File: src/rtl/shift_register_4bit.sv
// Parameterised shift/load register with serial-out, saturating shift counter, zero flag.
// Latency: one cycle; every rising edge out of reset performs a load (shift=0) or a shift (shift=1).
// Backpressure: none; the register accepts a load or shift on every edge.
// Optional feature: define SHIFT_REGISTER_4BIT_ROTATE_EN to feed the shifted-out bit back in (rotate).
module shift_register_4bit #(
  parameter int WIDTH = 4,  // register width, 2..32
  parameter int DIR   = 0   // 0: shift toward MSB, 1: shift toward LSB
) (
  input  logic             clk,
  input  logic             reset,        // asynchronous, active-low
  input  logic             shift,        // 1: shift one place, 0: parallel load
  input  logic [WIDTH-1:0] data_input,   // load data; bit 0 doubles as serial-in
  output logic [WIDTH-1:0] data_output,
  output logic             serial_out,
  output logic [7:0]       shift_count,
  output logic             zero
);

  logic             out_bit;   // bit that leaves the register on a shift
  logic             sin;       // bit that enters the register on a shift
  logic [WIDTH-1:0] shifted;   // register contents after a one-place shift

  // Pick the exiting bit by direction and the entering bit by mode.
  always_comb begin
    out_bit = (DIR == 0) ? data_output[WIDTH-1] : data_output[0];
`ifdef SHIFT_REGISTER_4BIT_ROTATE_EN
    sin     = out_bit;
`else
    sin     = data_input[0];
`endif
  end

  // Direction is a build-time choice, so the shift network is fixed wiring.
  generate
    if (DIR == 0) begin : g_left
      assign shifted = {data_output[WIDTH-2:0], sin};
    end else begin : g_right
      assign shifted = {sin, data_output[WIDTH-1:1]};
    end
  endgenerate

  // Register, serial-out and counter update; reset clears everything without a clock.
  always_ff @(posedge clk or negedge reset) begin
    if (!reset) begin
      data_output <= '0;
      serial_out  <= 1'b0;
      shift_count <= 8'd0;
    end else if (shift) begin
      data_output <= shifted;
      serial_out  <= out_bit;
      // Saturate so long shift runs never alias back to a small count.
      if (shift_count != 8'hFF) begin
        shift_count <= shift_count + 8'd1;
      end
    end else begin
      // Load: serial_out keeps the last bit shifted out.
      data_output <= data_input;
      shift_count <= 8'd0;
    end
  end

  assign zero = (data_output == '0);

endmodule

File: config.mk
export PLATFORM = sky130hd
export DESIGN_NAME = shift_register_4bit
export DESIGN_NICKNAME = d
export VERILOG_FILES = /design/src/rtl/shift_register_4bit.sv
export SDC_FILE = /design/constraint.sdc
export NUM_CORES = 1
export LEC_CHECK = 0
export ABC_AREA = 0
export CAP_MARGIN = 30
export CORE_UTILIZATION = 42
export CTS_CLUSTER_SIZE = 30
export DETAILED_ROUTE_END_ITERATION = 10
export PLACE_DENSITY = 0.75
export SLEW_MARGIN = 15
export SYNTH_ARGS = -nofsm -noshare
export SYNTH_HDL_FRONTEND = slang
export SYNTH_SLANG_ARGS = --single-unit
File: constraint.sdc
create_clock -name clk -period 1.8 [get_ports clk]
set_input_delay 0.45 -clock clk [delete_from_list [all_inputs] [get_ports clk]]
set_output_delay 0.45 -clock clk [all_outputs]
set_load 0.005 [all_outputs]
==> results.toml <==
[pwr]
max-vdd-ir-drop_mv = 0.356
p_per_area_nw_per_um2 = 678
p_sw_uw = 137
p_int_uw = 453
p_total_uw = 590
netSwitchingFraction_pct = 23.2
p_leak_uw = 0.000368
p_clk_share_pct = 30.4
p_seq_share_pct = 54.5
p_comb_share_pct = 15.2

[global_routing]
grt_pass1_wl_um = 2050
antenna_found_initial = 0
grt_usage_pct = 19.4
grt_pass1_vias = 454
grt_max_degree = 14
overflow = 0

[route]
drtIter0Drc = 3
postRouteAntennaNets = 0
routed_via_density = 5.29
wl_per_cell_um = 13.3
vias = 492
drc = 0
drt_wl_total_um = 1240
firstDrtPassIters = 4

[setup_path]
slowest_delay_ns = 0.50
crit_slowest_cell = "clkdlybuf4s50_1"
cp_max_fo = 5
startpoint_type = "flop"
critPathCaptureType = "output port"
crit_path_cell_trace = "buf_4 -> clkdlybuf4s50_1"
worstPathRequired_ns = 1.35
crit_arrival_ns = 1.27
critical_path_class = "flop to output port"
crit_family = "buffers and inverters"
cp-startpoint = "shift_count[0]"
crit_buf_inv = 2
r2r_start = "shift_count[1]"

[finish]
fillers = 108
fin_nets = 87
syn_to_final_growth_pct = 44.7
drive_gt1_share_pct = 20.5
ff_latch_area_um2 = 325
n_antenna_cell = 0
multiInputGateArea_um2 = 253
instances_no_fill = 93

[die]
fp.dieW_um = 39.9
row_count = 13
core_area_um2 = 1320
die_h_um = 39.9
dieArea_um2 = 1590
start_util_pct = 45.7
io_pins = 21

[timing]
fin_crit_sh_pct = 95.6
finalMaxSlewViolations = 0
fin_hold_ws_ns = 0.474
clock_skew_ns = 0.00563
fin_crit_ns = 1.72
tightest_slew_ns = 0.280
max_freq_mhz = 581
timing_hold_violations_final = 0
maxSlewHeadroom_pct = 81.1
rsz0062_at_grt = "false"
finalSetupViolCount = 0
setup_slack_ns = 0.0784

[worst_hold_path]
hp-class = "input port to asynchronous set/reset pin"

[yosys]
syn_area_um2 = 602
seq_area_frac_synth_pct = 54.1
ys_warn_count = 0
synth.distinct_cells = 26
synthCells = 51
syn_nets = 59
syn_avg_cell_area_um2 = 11.8
synth_seq_cells = 13

[run_status]
status = "complete, no violations"

[clocking]
cts_max_level = 1
cts.path.max_buffers = 2
holdBufCountCts = 0
clk_pin_slew_worst_paths_ns = 0.08
cts_tree = "yes"
cts_setup_buffers = 0
clock_latency_ns = 0.27
cts_num_sinks = 13
cts_root_buffer = "clkbuf_4"
cts_buffers = 3

[place]
gp_congestion = 0.736
portBuffers = 20
place_inst = 89
dp_slack_ns = -0.0407
hpwl_um = 928

[run]
cap_violations = 0
## sequential cells by signal, indices dropped and copies added, names as in the netlist
| signal | count |
|---|---|
| shift_count | 8 |
| data_output | 4 |
| serial_out | 1 |
## cell usage after synthesis
library cell | number | area share [%]
o21ai_0 | 4 | 3.3
inv_1 | 3 | 1.9
o311a_1 | 1 | 1.7
mux2_4 | 1 | 2.5
ha_1 | 1 | 2.1
nor4_1 | 1 | 1.0
dfrtp_1 | 13 | 54
a31oi_1 | 1 | 1.0
buf_4 | 1 | 1.2
or3_1 | 1 | 1.0
nand4_1 | 2 | 2.1
nand3_1 | 2 | 1.7
buf_2 | 1 | 0.83
mux2i_1 | 1 | 1.7
nor3_1 | 1 | 0.83
xnor2_1 | 2 | 2.9
o32a_2 | 1 | 1.9
mux2_2 | 4 | 7.5
o211ai_1 | 1 | 1.2
o21bai_1 | 1 | 1.2
nand3_2 | 1 | 1.7
nand2_1 | 3 | 1.9
and3_2 | 1 | 1.2
nor2_1 | 1 | 0.62
nor4b_1 | 1 | 1.5
xor2_1 | 1 | 1.5
## cell type report
cell class | count | area share [%]
clock buffers | 4 | 3.02
inverters | 3 | 1.29
multi-input cells | 33 | 29.0
flip-flops and latches | 13 | 37.4
well taps | 15 | 2.16
repair buffers | 25 | 27.2
## worst reg2reg max path, stage by stage (launching register included)
cell	delay, ns
dfrtp_1	0.43
ha_1	0.25
nand3_2	0.13
or3_1	0.41
mux2_4	0.31
## cell usage in the layout (no fill, tap or decap)
cell type / instances
xnor2_1: 2
mux2_2: 4
o21ai_0: 4
a31oi_1: 1
dlygate4sd2_1: 1
xor2_1: 1
nand3_1: 2
nor4_1: 1
o32a_2: 1
clkbuf_1: 1
clkdlybuf4s50_1: 19
inv_1: 3
nand4_1: 2
mux2_4: 1
ha_1: 1
buf_4: 5
nand2_1: 3
o311a_1: 1
nor2_1: 1
o211ai_1: 1
mux2i_1: 1
clkbuf_4: 3
nor4b_1: 1
o21bai_1: 1
nand3_2: 1
or3_1: 1
dfrtp_1: 13
nor3_1: 1
and3_2: 1
## final timing paths
path,end,slack (ns),cells past startpoint
setup / recovery,shift_count[0],0.08,2
hold / removal,serial_out,0.47,2
setup reg to reg,shift_count[0],0.14,4
hold reg to reg,serial_out,0.53,1
max in group asynchronous,data_output[0],1.16,2
min in group clk,serial_out,0.53,1
## power groups by stage
stage	clock (uW)	sequential, uW	combinational, uW
after global placement	0	327	89.8
after global routing	194	324	99.4
after floorplan	0	328	26.9
after CTS	184	322	91.0
final	179	322	89.5
after detailed placement	0	327	91.2
## layer usage
layer	global-route usage, %	share of wire [%]	vias up
met4	7.76	0.56	0
met5	0	0	-
met3	3.41	3.0	2
met1	24.8	49	238
met2	31.6	47	11
li1	-	-	241
## metrics by stage
stage / area (um^2) / utilization, % / TNS [ns]
final: 871 / 66.1 / 0
after global routing: 871 / 66.1 / 0
after CTS: 871 / 66.1 / 0
after detailed placement: 846 / 64.2 / -0.0435
after global placement: 846 / 64.2 / -0.0267
after floorplan: 602 / - / 0
## kinds of logic after synthesis
kind of cell / Yosys count / synth area share (%)
buffers and inverters: 5 / 3.95
and+or+nand+nor: 14 / 13.5
xor gates and xnor gates: 3 / 4.37
AOI/OAI and AO/OA: 9 / 10.4
DFF: 13 / 54.1
muxes: 6 / 11.6
adders and majority gates: 1 / 2.08
## timing repair
action | 4_1_cts | 5_1_grt
gates resized for setup | 1 | 0
setup endpoints to repair | 1 | 0
endpoints found under the hold margin | 0 | 0
No activity file was read; power rests on OpenSTA's default activity.
